$ cat config.mk
export PLATFORM = sky130hd
export DESIGN_NAME = guess_tracker
export DESIGN_NICKNAME = d
export VERILOG_FILES = /design/src/rtl/game_pkg.sv /design/src/rtl/target_lfsr.sv /design/src/rtl/guess_tracker.sv
export SDC_FILE = /design/constraint.sdc
export NUM_CORES = 1
export LEC_CHECK = 0
export CAP_MARGIN = 20
export CORE_MARGIN = 1.5
export CORE_UTILIZATION = 57
export CTS_CLUSTER_DIAMETER = 50
export CTS_CLUSTER_SIZE = 12
export DETAILED_ROUTE_END_ITERATION = 10
export PLACE_DENSITY = 0.79
export SLEW_MARGIN = 10
export SYNTH_ARGS = -nofsm -noshare
export SYNTH_HDL_FRONTEND = slang
export SYNTH_SLANG_ARGS = --single-unit
$ cat constraint.sdc
create_clock -name clk -period 2.8 [get_ports clk]
set_clock_uncertainty 0.2 [all_clocks]
set_input_delay 0.56 -clock clk [delete_from_list [all_inputs] [get_ports clk]]
set_output_delay 0.56 -clock clk [all_outputs]
set_load 0.02 [all_outputs]
$ cat src/rtl/game_pkg.sv
// Shared types and helpers for the number-guessing game: tracker states,
// hint encoding and the per-difficulty target limit.
package game_pkg;

  typedef enum logic [1:0] {
    DRAW   = 2'd0,
    PLAY   = 2'd1,
    LOCKED = 2'd2
  } gt_state_t;

  typedef enum logic [1:0] {
    NONE    = 2'b00,
    LOW     = 2'b01,
    HIGH    = 2'b10,
    CORRECT = 2'b11
  } hint_t;

  localparam int unsigned LFSR_W = 10;
  // Galois right-shift mask for x^10 + x^7 + 1.
  localparam logic [LFSR_W-1:0] LFSR_TAPS = 10'h240;
  localparam logic [2:0] COUNT_MAX = 3'd7;

  function automatic logic [9:0] digit_limit(input logic [1:0] digits);
    logic [9:0] limit;
    case (digits)
      2'd1:    limit = 10'd9;
      2'd2:    limit = 10'd99;
      2'd3:    limit = 10'd999;
      default: limit = 10'd0;
    endcase
    return limit;
  endfunction

  function automatic logic [2:0] sat_inc(input logic [2:0] value);
    return (value == COUNT_MAX) ? value : value + 3'd1;
  endfunction

endpackage

$ cat src/rtl/target_lfsr.sv
// Free-running 10-bit Galois LFSR that supplies candidate targets every cycle.
module target_lfsr
  import game_pkg::*;
#(
  parameter logic [LFSR_W-1:0] LFSR_SEED = 10'h001
) (
  input  logic              clk,
  input  logic              restart_n,
  output logic [LFSR_W-1:0] value
);

  // NOTE: sequential state uses non-blocking assignments so every flop samples pre-edge values.
  always_ff @(posedge clk or negedge restart_n) begin
    if (!restart_n) begin
      value <= LFSR_SEED;
    end else begin
      value <= {1'b0, value[LFSR_W-1:1]} ^ (value[0] ? LFSR_TAPS : '0);
    end
  end

endmodule

$ cat src/rtl/guess_tracker.sv
// Per-level guess evaluator: draws a target, scores confirmed guesses and
// keeps the miss count, round count and countdown timer for the difficulty FSM.
module guess_tracker
  import game_pkg::*;
#(
  parameter int          TICK_DIV   = 50_000_000,
  parameter int          TIMER_INIT = 99,
  parameter logic [9:0]  LFSR_SEED  = 10'h001
) (
  input  logic       clk,
  input  logic       restart_n,
  input  logic       confirm,
  input  logic [9:0] guess,
  input  logic [1:0] max_digit,
  input  logic [2:0] max_incorrect_guesses,
  output logic [2:0] incorrect_guesses,
  output logic [2:0] round,
  output logic [6:0] timer,
  output logic [1:0] hint,
  output logic [9:0] target
);

  localparam int PRESC_W = (TICK_DIV > 1) ? $clog2(TICK_DIV) : 1;
  localparam logic [PRESC_W-1:0] PRESC_LAST   = PRESC_W'(TICK_DIV - 1);
  localparam logic [6:0]         TIMER_RELOAD = 7'(TIMER_INIT);

  gt_state_t          state_q, state_d;
  hint_t              hint_q, hint_d;
  logic [PRESC_W-1:0] presc_q, presc_d;
  logic [6:0]         timer_q, timer_d;
  logic [2:0]         inc_q, inc_d;
  logic [2:0]         round_q, round_d;
  logic [9:0]         target_q, target_d;
  logic [1:0]         md_q;
  logic               confirm_q;

  logic [9:0] lfsr_value;
  logic [9:0] limit;
  logic       confirm_edge;
  logic       level_change;
  logic       lock_cond;
  logic       tick;

  target_lfsr #(
    .LFSR_SEED (LFSR_SEED)
  ) u_lfsr (
    .clk       (clk),
    .restart_n (restart_n),
    .value     (lfsr_value)
  );

  assign limit        = digit_limit(max_digit);
  assign confirm_edge = confirm & ~confirm_q;
  assign level_change = (max_digit != md_q);
  assign tick         = (presc_q == PRESC_LAST);
  assign lock_cond    = (timer_q == 7'd0)
                     || ((max_incorrect_guesses != 3'd0) && (inc_q >= max_incorrect_guesses))
                     || (max_digit == 2'd0);

  always_comb begin
    // NOTE: every next value defaults to hold first, so no branch can infer a latch.
    state_d  = state_q;
    hint_d   = hint_q;
    presc_d  = presc_q;
    timer_d  = timer_q;
    inc_d    = inc_q;
    round_d  = round_q;
    target_d = target_q;

    if (level_change) begin
      // A new difficulty wins over any confirm edge or tick in the same cycle.
      presc_d = '0;
      timer_d = TIMER_RELOAD;
      inc_d   = '0;
      round_d = '0;
      hint_d  = NONE;
      state_d = (max_digit == 2'd0) ? LOCKED : DRAW;
    end else if (lock_cond || (state_q == LOCKED)) begin
      // Once locked, only a level change or reset releases the tracker.
      state_d = LOCKED;
    end else begin
      if (tick) begin
        presc_d = '0;
        timer_d = timer_q - 7'd1;
      end else begin
        presc_d = presc_q + PRESC_W'(1);
      end

      case (state_q)
        DRAW: begin
          if (lfsr_value <= limit) begin
            target_d = lfsr_value;
            state_d  = PLAY;
          end
        end
        PLAY: begin
          if (confirm_edge) begin
            if (guess == target_q) begin
              round_d = sat_inc(round_q);
              hint_d  = CORRECT;
              state_d = DRAW;
            end else begin
              inc_d  = sat_inc(inc_q);
              hint_d = (guess < target_q) ? LOW : HIGH;
            end
          end
        end
        default: state_d = DRAW;
      endcase
    end
  end

  always_ff @(posedge clk or negedge restart_n) begin
    if (!restart_n) begin
      state_q <= DRAW;
    end else begin
      state_q <= state_d;
    end
  end

  // The difficulty copy resets to 0, so a nonzero max_digit at release counts as a level change.
  always_ff @(posedge clk or negedge restart_n) begin
    if (!restart_n) begin
      hint_q    <= NONE;
      presc_q   <= '0;
      timer_q   <= TIMER_RELOAD;
      inc_q     <= '0;
      round_q   <= '0;
      target_q  <= '0;
      md_q      <= 2'd0;
      confirm_q <= 1'b0;
    end else begin
      hint_q    <= hint_d;
      presc_q   <= presc_d;
      timer_q   <= timer_d;
      inc_q     <= inc_d;
      round_q   <= round_d;
      target_q  <= target_d;
      md_q      <= max_digit;
      confirm_q <= confirm;
    end
  end

  assign incorrect_guesses = inc_q;
  assign round             = round_q;
  assign timer             = timer_q;
  assign hint              = hint_q;
  assign target            = target_q;

endmodule

Word level (Yosys, flattened, before mapping)
Cells that the tools add are included.
Widths: inputs -> output; s select.
{ "word_totals": {"register_bits": 66, "wordCells": 90, "inputBits": 18, "out_inout_bits": 25} }
{ "op_classes": {"reduce_logical": 18, "eq_ne": 17, "n_bitwise": 5, "order_cmp": 3, "n_addsub": 4, "muxes": 33} }
{ "ops": {"columns": ["op", "n"], "rows": [
  ["$mux 26", 3],
  ["$mux 3", 12],
  ["$pmux 10 s3", 1],
  ["$add 26x1->26 const B", 1],
  ["$eq 26x26->1 const B", 1],
  ["$mux 2", 12],
  ["$mux 7", 3],
  ["$ne 4x4->1 const B", 3],
  ["$eq 10x10->1", 1],
  ["$le 10x10->1", 1],
  ["$lt 10x10->1", 1],
  ["$mux 10", 1],
  ["$reduce_and 5->1", 2],
  ["$xor 9x10->10", 1],
  ["$ne 2x2->1 const B", 4],
  ["$reduce_bool 2->1", 4],
  ["$logic_not 7->1", 1],
  ["$sub 7x1->7 const B", 1],
  ["$add 3x1->3 const B", 2],
  ["$eq 2x2->1 const B", 3],
  ["$eq 3x3->1 const B", 2],
  ["$reduce_and 3->1", 2],
  ["$eq 2x1->1 const B", 2],
  ["$logic_not 2->1", 2],
  ["other kinds (10)", 14]
]} }

Logic depth before layout (Yosys ltp)
Gate-level depths: netlist (run 1).
{ "logic_depth": {"ltp_word": 7, "mapped_depth": 9, "ltp_nobuf": 8} }

Cells and area by module
A second synthesis (run 1) with hierarchy kept.
{ "hier_totals": {"cells_unflattened": 364, "hier_area_um2": 3713.6} }
{ "by_module_without_submodules": {"columns": ["mod", "area_each_um2", "cells_per_inst", "seq_area_each_um2", "n_inst"], "rows": [
  ["guess_tracker", 3453.3, 353, 1406.3, 1],
  ["target_lfsr", 260.2, 11, 251.5, 1]
]} }

Worst setup path before layout (run 1)
OpenSTA, ideal clock, no wires.
{ "synth_timing": {"path_type": "input to register", "startpoint": "in max_digit[1]", "endpoint": "reg target_q[0], in the netlist target[0]", "path_buffers": 0, "cell_stages": 7, "t_arrival_ns": 2.542, "path_slack_ns": -0.067, "cell_sequence": "inv_1 > nand2_1 > ha_1 > a211o_1 > a2111oi_0 > o2111ai_2 > mux2_2"} }
{ "synth_between": {"elab_chain_len": 5, "word_cells_on_any_way": 12, "cone_classes": "order compare (1); eq/ne (4); mux (1); bitwise (2); reduce/logical (4)"} }
{ "synth_rtl": {"columns": ["element", "line", "rtl"], "rows": [
  ["start, declared", "guess_tracker.sv:14", "input logic [1:0] max_digit,"],
  ["parallel branches: the longest is 4 deep, another holds $le 10x10->1", null, null],
  ["$reduce_and 4->1 (no source line) (*)", null, null],
  ["end signal, assigned", "guess_tracker.sv:138", "target_q <= target_d;"],
  ["end, declared", "guess_tracker.sv:33", "logic [9:0] target_q, target_d;"]
]} }
Mark *: on every way between the ends.
A chain may end at the register's enable or synchronous reset.

Worst setup path in the final report (run 1)
{ "layout_timing": {"startpoint": "reg timer_q[0], in the netlist timer[0]", "endpoint": "reg timer_q[4], in the netlist timer[4]"} }
{ "layout_between": {"elab_chain_len": 6, "word_cells_on_any_way": 10, "cone_classes": "add/sub (1); eq/ne (1); mux (3); reduce/logical (5)"} }
{ "layout_rtl": {"columns": ["element", "line", "rtl"], "rows": [
  ["start, declared", "guess_tracker.sv:30", "logic [6:0] timer_q, timer_d;"],
  ["start signal, assigned", "guess_tracker.sv:135", "timer_q <= timer_d;"],
  ["parallel branches: the longest is 6 deep, another holds $sub 7x1->7", null, null]
]} }
Parallel ways; which one is timed is not known. The select of a mux whose other input is x is not followed.

==> results of run 1 <==
-- cell families (layout without fill, tap and decap cells) --
group	after synthesis	after routing
xor+xnor	5	5
mux	25	25
flops	66	66
compound gates	97	97
simple gates	131	131
fa+ha+maj	28	28
buf+inv	47	128
-- critical path: stages (launching register included) --
cell     delay (ns)
dfstp_2        0.57
inv_1          0.06
ha_1           0.22
nor2b_1        0.17
a221o_1        0.35
a21o_1         0.23
buf_4          0.20
or4_1          0.52
a21oi_2        0.14
-- synth_stat cells (2+ instances only) --
library cell	number
buf_2	4
buf_6	3
and2_1	3
nand2_1	32
o211a_1	2
o41a_1	2
inv_1	29
nor2_1	15
mux2_2	10
a21oi_1	22
mux2i_1	15
a31o_2	2
o21ai_0	19
nor3_1	12
clkbuf_1	7
nand4_1	12
a31oi_1	6
o31ai_1	2
a21o_1	3
a2111oi_0	5
dfstp_2	5
dfrtp_1	61
or3_1	10
buf_1	3
nand3_1	15
nor4_1	5
or2_2	4
nor2b_1	3
a211oi_1	7
nand3b_1	2
xnor2_1	2
ha_1	28
xor2_1	3
or4_1	6
o211ai_1	14
-- power by group through the flow --
stage / combinational, mW / sequential [mW] / clock, mW
finish: 0.305 / 0.979 / 0.796
detailed placement: 0.291 / 0.996 / 0
floorplan: 0.150 / 0.994 / 0
global route: 0.335 / 0.980 / 0.849
CTS: 0.301 / 0.978 / 0.809
global placement: 0.280 / 0.996 / 0
-- layer usage --
metal  part of all wire (%)  routed length [um]
met1                     44                4320
met2                     50                4900
met3                    4.4                 437
met4                    2.1                 207
met5                      0                   0
-- worst min-delay path by stage --
| stage | slack (ns) | startpoint | endpoint |
|---|---|---|---|
| floorplan | 0.06 | restart_n | confirm_q$_DFF_PN0_ |
| CTS | 0.23 | u_lfsr.value[5]$_DFF_PN0_ | u_lfsr.value[4]$_DFF_PN0_ |
| finish | 0.23 | u_lfsr.value[1]$_DFF_PN0_ | u_lfsr.value[0]$_DFF_PN1_ |
| detailed placement | 0.21 | u_lfsr.value[6]$_DFF_PN0_ | u_lfsr.value[5]$_DFF_PN0_ |
| global route | 0.24 | u_lfsr.value[2]$_DFF_PN0_ | u_lfsr.value[1]$_DFF_PN0_ |
| global placement | 0.20 | u_lfsr.value[6]$_DFF_PN0_ | u_lfsr.value[5]$_DFF_PN0_ |
-- cell type report --
cell class                 count  area, sq um  share of cell area [%]
clock buffer                   9          124                    2.51
clock inverter                 7         70.1                    1.42
multi-input combinational    286         2120                    43.0
tap                           80          100                    2.03
inverter                      29          109                    2.20
sequential                    66         1660                    33.6
timing repair buffer          83          756                    15.3
-- per-stage QoR --
| step | power, mW | TNS [ns] | utilization, % |
|---|---|---|---|
| 2_1_floorplan | 1.14 | 0 | - |
| 3_3_place_gp | 1.28 | -8.26 | 69.4 |
| 3_5_place_dp | 1.29 | -11.65 | 69.4 |
| 4_1_cts | 2.09 | 0 | 73.3 |
| 5_1_grt | 2.16 | -0.142 | 73.5 |
| 6_report | 2.08 | 0 | 73.5 |
-- sequential cells by signal, indices dropped and copies added (netlist names) --
name,cells
round,3
u_lfsr.value,10
confirm_q,1
hint,2
md_q,2
presc_q,26
incorrect_guesses,3
timer,7
target,10
state_q,2
-- repair_timing --
item / CTS / global route
resized for setup: 12 / 6
setup endpoints to repair: 10 / 25
endpoints found under the hold margin: 9 / 0
pin swaps: 2 / 1
hold buffers: 1 / 0
gates cloned: 1 / 0
==> results.md, run 1 <==
- IO Port Bufs: 42
- Fin. max-slew vios: 0
- Largest family of logic cells by synthesized area: simple AND/OR/NAND/NOR gates
- Max clock buf depth: 2
- Cell row count: 30
- Drt pass-1 iters: 5
- Syn nets: 445
- # fillers: 478
- Critical Path End: timer[4]$_DFFE_PN0P_
- FMAX: 368 MHz
- Sink Count: 66
- Synthesis Warnings: 0
- Hold crit path type: reg2reg
- #FFs+latches synth: 66
- Hold Path Stages: 0
- Mapped Cells: 399
- Critical Path AT: 2.80 ns
- Routed WL: 9860 um
- Post-synth cell types: 61
- Final setup fails: 0
- DP Worst Slack: -0.573 ns
- Final worst slack: 0.0822 ns
- Final worst-path cycle share: 97.1%
- Fraction of layout cells with a size suffix above 1: 20.8%
- Area share of the largest cell type after synthesis: 39.0%
- GRT met1 Usage: 38.3%
- Commonest non-fill, non-tap cell in the layout: dfrtp_1
- Gpl congestion: 0.919
- Sw Share: 27.6%
- CTS Buf Count: 9
- Reg-to-Reg End: timer[4]$_DFFE_PN0P_
- Vias in the first global route: 3540
- Clock-pin slew on the worst setup and hold paths: 0.08 ns
- Top-level I/O count: 43
- R2R cell count: 8
- DR WL/cell: 17.6 um
- Grt peak-use layer: met2
- Number of flops mapped to enable cells by yosys: 0
- Worst vdd ir: 0.452 mV
- Initial core utilization: 58.3%
- Worst Path Max Fanout: 12
- Worst Setup SP: timer[0]$_DFFE_PN1P_
- Hold Slack: 0.228 ns
- Clock Latency Late Sink: 0.35 ns
- DRC Markers: 0
- Status: finished, final reports clean
- First-pass GRT wire length: 16800 um
- Switching power: 574 uW
- Sequential area share after synthesis: 42.3%
- Die X: 85.9 um
- Post-Synth Adder-Cell Area: 8.94%
- Rel. slew slack: 53.9%
- Compound-gate portion of the synthesized area: 17.0%
- Asr flop ratio synth: 100%
- FF-to-FF setup slack: 0.08 ns
- Area share of and/or/nand/nor cells after synthesis: 18.7%
- Pint: 1.51 mW
- Antenna Nets Post-Route: 0
- Cell taking the most area after synthesis: dfrtp_1
- Fin crit period: 2.72 ns
- Combinational Power Share: 14.7%
- Fin cells: 560
- Commonest cells after routing, fill and taps aside: dfrtp_1 (61), clkdlybuf4s50_1 (39), buf_4 (36)
- Mapped Area: 0.00392 sq mm
- RSZ-0062 raised after global routing: true
- Main synth FF type: dfrtp_1
- Ranking of synthesized cells by area: dfrtp_1 (39%), ha_1 (8.9%), mux2i_1 (3.8%), dfstp_2 (3.4%), nand2_1 (3.1%)
- Final Hold Fails: 0
- Initial antenna violation count: 0
- Finished Cell Area: 0.00494 sq mm
- Post-CTS Setup Bufs: 0
- Post-synthesis mux area share: 6.71%
- Final HPWL DP: 7150 um
- Met2 GRT Util: 48.5%
- Total grt overflow: 0
- Grt met3 use: 4.43%
- Crit. End Element: register
- Avg Synthesized Cell Area: 9.82 sq um
- Antenna diodes: 0
- Critical path required time: 2.88 ns
- Leak: 2.10 nW
- Placed cells: 542
- Area grow syn2layout: 26.0%
- PD cells: 421 mW/mm^2
- CTS tree: done
- Fin nets: 521
- Crit Path Category: reg2reg
- Core area: 0.00672 sq mm
- Part of the power in registers: 47.1%
- Iter 0 DRT Violations: 282
- Reg-to-reg startpoint: timer[0]$_DFFE_PN1P_
- Die Ht: 85.9 um
- Root buf cell: clkbuf_8
- H-tree levels: 3
- Largest net degree at the start of global routing: 36
- Routed via count: 3520
- Total GRT Usage: 29.3%
- Synth Area in XOR/XNOR: 1.12%
- Max Cap Viol: 0
- Die Area: 0.00738 sq mm
- Dpl cell area: 0.00466 sq mm
- Measured slew at the worst slew-check pin: 0.675 ns
- Via-per-instance ratio: 6.29
- CP startpoint kind: register
- Clk pwr share: 38.3%
(Power assumes the default switching activity.)
==> inputs of run 2 (changes only) <==
- CORE_MARGIN: 1.5 -> 2
==> results.md, run 2 (same netlist as run 1, synthesis figures left out) <==
- Final setup fails: 0 (unchanged)
- Max Cap Viol: 0 (unchanged)
- H-tree levels: 3 (unchanged)
- CTS Buf Count: 9 (unchanged)
- Measured slew at the worst slew-check pin: 0.607 ns (-0.0674 ns)
- Hold Slack: 0.224 ns (-0.00371 ns)
- CP startpoint kind: input port
- Die X: 86.9 um (+1.2%)
- Gpl congestion: 0.881 (-4.1%)
- Rel. slew slack: 58.5% (+4.6 points)
- Critical path required time: 2.83 ns (-0.05 ns)
- Clock-pin slew on the worst setup and hold paths: 0.07 ns (about the same)
- Die Area: 0.00755 sq mm (+2.3%)
- Largest net degree at the start of global routing: 33 (-8.3%)
- First-pass GRT wire length: 16300 um (-3.1%)
- Final HPWL DP: 7150 um (about the same)
- Post-CTS Setup Bufs: 0 (unchanged)
- CTS tree: done
- FMAX: 365 MHz (-0.92%)
- Routed via count: 3479 (-1.2%)
- Status: finished, final reports clean
- Antenna Nets Post-Route: 0 (unchanged)
- Hold crit path type: reg2reg
- Top-level I/O count: 43 (unchanged)
- DR WL/cell: 17.7 um (+0.66%)
- Dpl cell area: 0.00466 sq mm (-0.11%)
- Commonest non-fill, non-tap cell in the layout: dfrtp_1
- Fin crit period: 2.74 ns (+0.0251 ns)
- Initial antenna violation count: 0 (unchanged)
- Total GRT Usage: 27.6% (-1.8 points)
- Leak: 2.11 nW (+0.67%)
- IO Port Bufs: 42 (unchanged)
- Clock Latency Late Sink: 0.35 ns (about the same)
- Area grow syn2layout: 27.1%
- Sink Count: 66 (unchanged)
- Fin. max-slew vios: 0 (unchanged)
- Finished Cell Area: 0.00498 sq mm (+0.84%)
- Cell row count: 30 (unchanged)
- Crit. End Element: register
- Iter 0 DRT Violations: 253 (-10%)
- Fin nets: 522 (+0.19%)
- Critical Path AT: 2.78 ns (-0.02 ns)
- Commonest cells after routing, fill and taps aside: dfrtp_1 (61), clkdlybuf4s50_1 (39), buf_4 (37)
- PD cells: 453 mW/mm^2 (+7.5%)
- Max clock buf depth: 2 (unchanged)
- Core area: 0.00672 sq mm (unchanged)
- Drt pass-1 iters: 4 (-1)
- Total grt overflow: 0 (unchanged)
- Biggest register: presc_q
- # fillers: 427 (-11%)
- Worst Path Max Fanout: 10 (-2)
- Fraction of layout cells with a size suffix above 1: 20.2% (-0.67 points)
- Final Hold Fails: 0 (unchanged)
- Die Ht: 86.9 um (+1.2%)
- Root buf cell: clkbuf_8
- DRC Markers: 0 (unchanged)
- Vias in the first global route: 3513 (-0.76%)
- Final worst-path cycle share: 98.0% (+0.90 points)
- Max reg flops: 26 (unchanged)
- Routed WL: 9940 um (+0.84%)
- Worst vdd ir: 0.336 mV (-26%)
- Initial core utilization: 58.3% (unchanged)
- Antenna diodes: 0 (unchanged)
- Via-per-instance ratio: 6.20 (-1.3%)
- Crit Path Category: in2reg
run 2: changes by cell type in the layout (fill, tap and decap cells not counted), moves of 2 or more:
cell | before | now
clkbuf_1 | 0 | 2
a21oi_1 | 18 | 20
clkinv_4 | 2 | 0
bufinv_16 | 1 | 3
a21oi_2 | 4 | 2
clkinv_2 | 3 | 1
run 2: final cells by class:
cell class,instances,area (sq um),area share (%)
tap,80,100,2.01
sequential,66,1660,33.3
timing repair buffer,84,748,15.0
clock inverter,5,103,2.06
multi-input combinational,286,2130,42.8
clock buffer,11,131,2.64
inverter,29,109,2.19
run 2: worst max-delay path, cell delays in order:
cell and delay (ns):
dlygate4sd2_1 0.27, inv_1 0.09, nand2_1 0.07, ha_1 0.32
a211o_1 0.35, a2111oi_4 0.37, buf_4 0.17, o2111ai_2 0.13
buf_6 0.17, mux2_2 0.28
run 2: repair_timing:
item                                    CTS  global route
endpoints found under the setup margin   10            18
gates cloned                              0             1
pin swaps                                 1             2
hold buffers                              1             0
endpoints found under the hold margin    14             0
resized for setup                         7             9
run 2: per-stage QoR:
step / utilization [%] / instances / worst slack [ns] / total power, mW / setup TNS [ns]
2_1_floorplan: - / 399 / 0.0145 / 1.14 / 0
3_3_place_gp: 69.3 / 543 / -0.414 / 1.27 / -8.42
3_5_place_dp: 69.3 / 543 / -0.655 / 1.29 / -12.23
4_1_cts: 73.3 / 560 / 0.0235 / 2.24 / 0
5_1_grt: 74.1 / 561 / -0.0204 / 2.32 / -0.0856
6_report: 74.1 / 561 / 0.0570 / 2.25 / 0
run 2: metal layers:
metal	vias up	global-route usage, %	routed length (um)
met2	114	46.0	4960
met4	0	11.9	229
met1	1691	35.6	4230
li1	1649	-	-
met3	25	4.08	516
met5	-	0	0
run 2: where the power goes:
group | switching, mW | leakage (nW) | total, mW | internal [mW]
logic | 0.176 | 1.10 | 0.308 | 0.132
clock network | 0.377 | 0.114 | 0.968 | 0.591
registers | 0.0126 | 0.895 | 0.978 | 0.966
total | 0.565 | 2.11 | 2.25 | 1.69
run 2: path summary, 6_finish.rpt:
| path | from | to | slack [ns] | cells past startpoint |
|---|---|---|---|---|
| max in group asynchronous | restart_n | timer[1]$_DFFE_PN1P_ | 1.24 | 3 |
| min | u_lfsr.value[3]$_DFF_PN0_ | u_lfsr.value[2]$_DFF_PN0_ | 0.22 | 0 |
| max | max_digit[1] | target[7]$_DFFE_PN0P_ | 0.06 | 10 |
| max reg2reg | timer[0]$_DFFE_PN1P_ | presc_q[12]$_DFFE_PN0P_ | 0.14 | 8 |
| min reg2reg | u_lfsr.value[3]$_DFF_PN0_ | u_lfsr.value[2]$_DFF_PN0_ | 0.22 | 0 |
| min in group asynchronous | restart_n | timer[3]$_DFFE_PN0P_ | 0.47 | 2 |
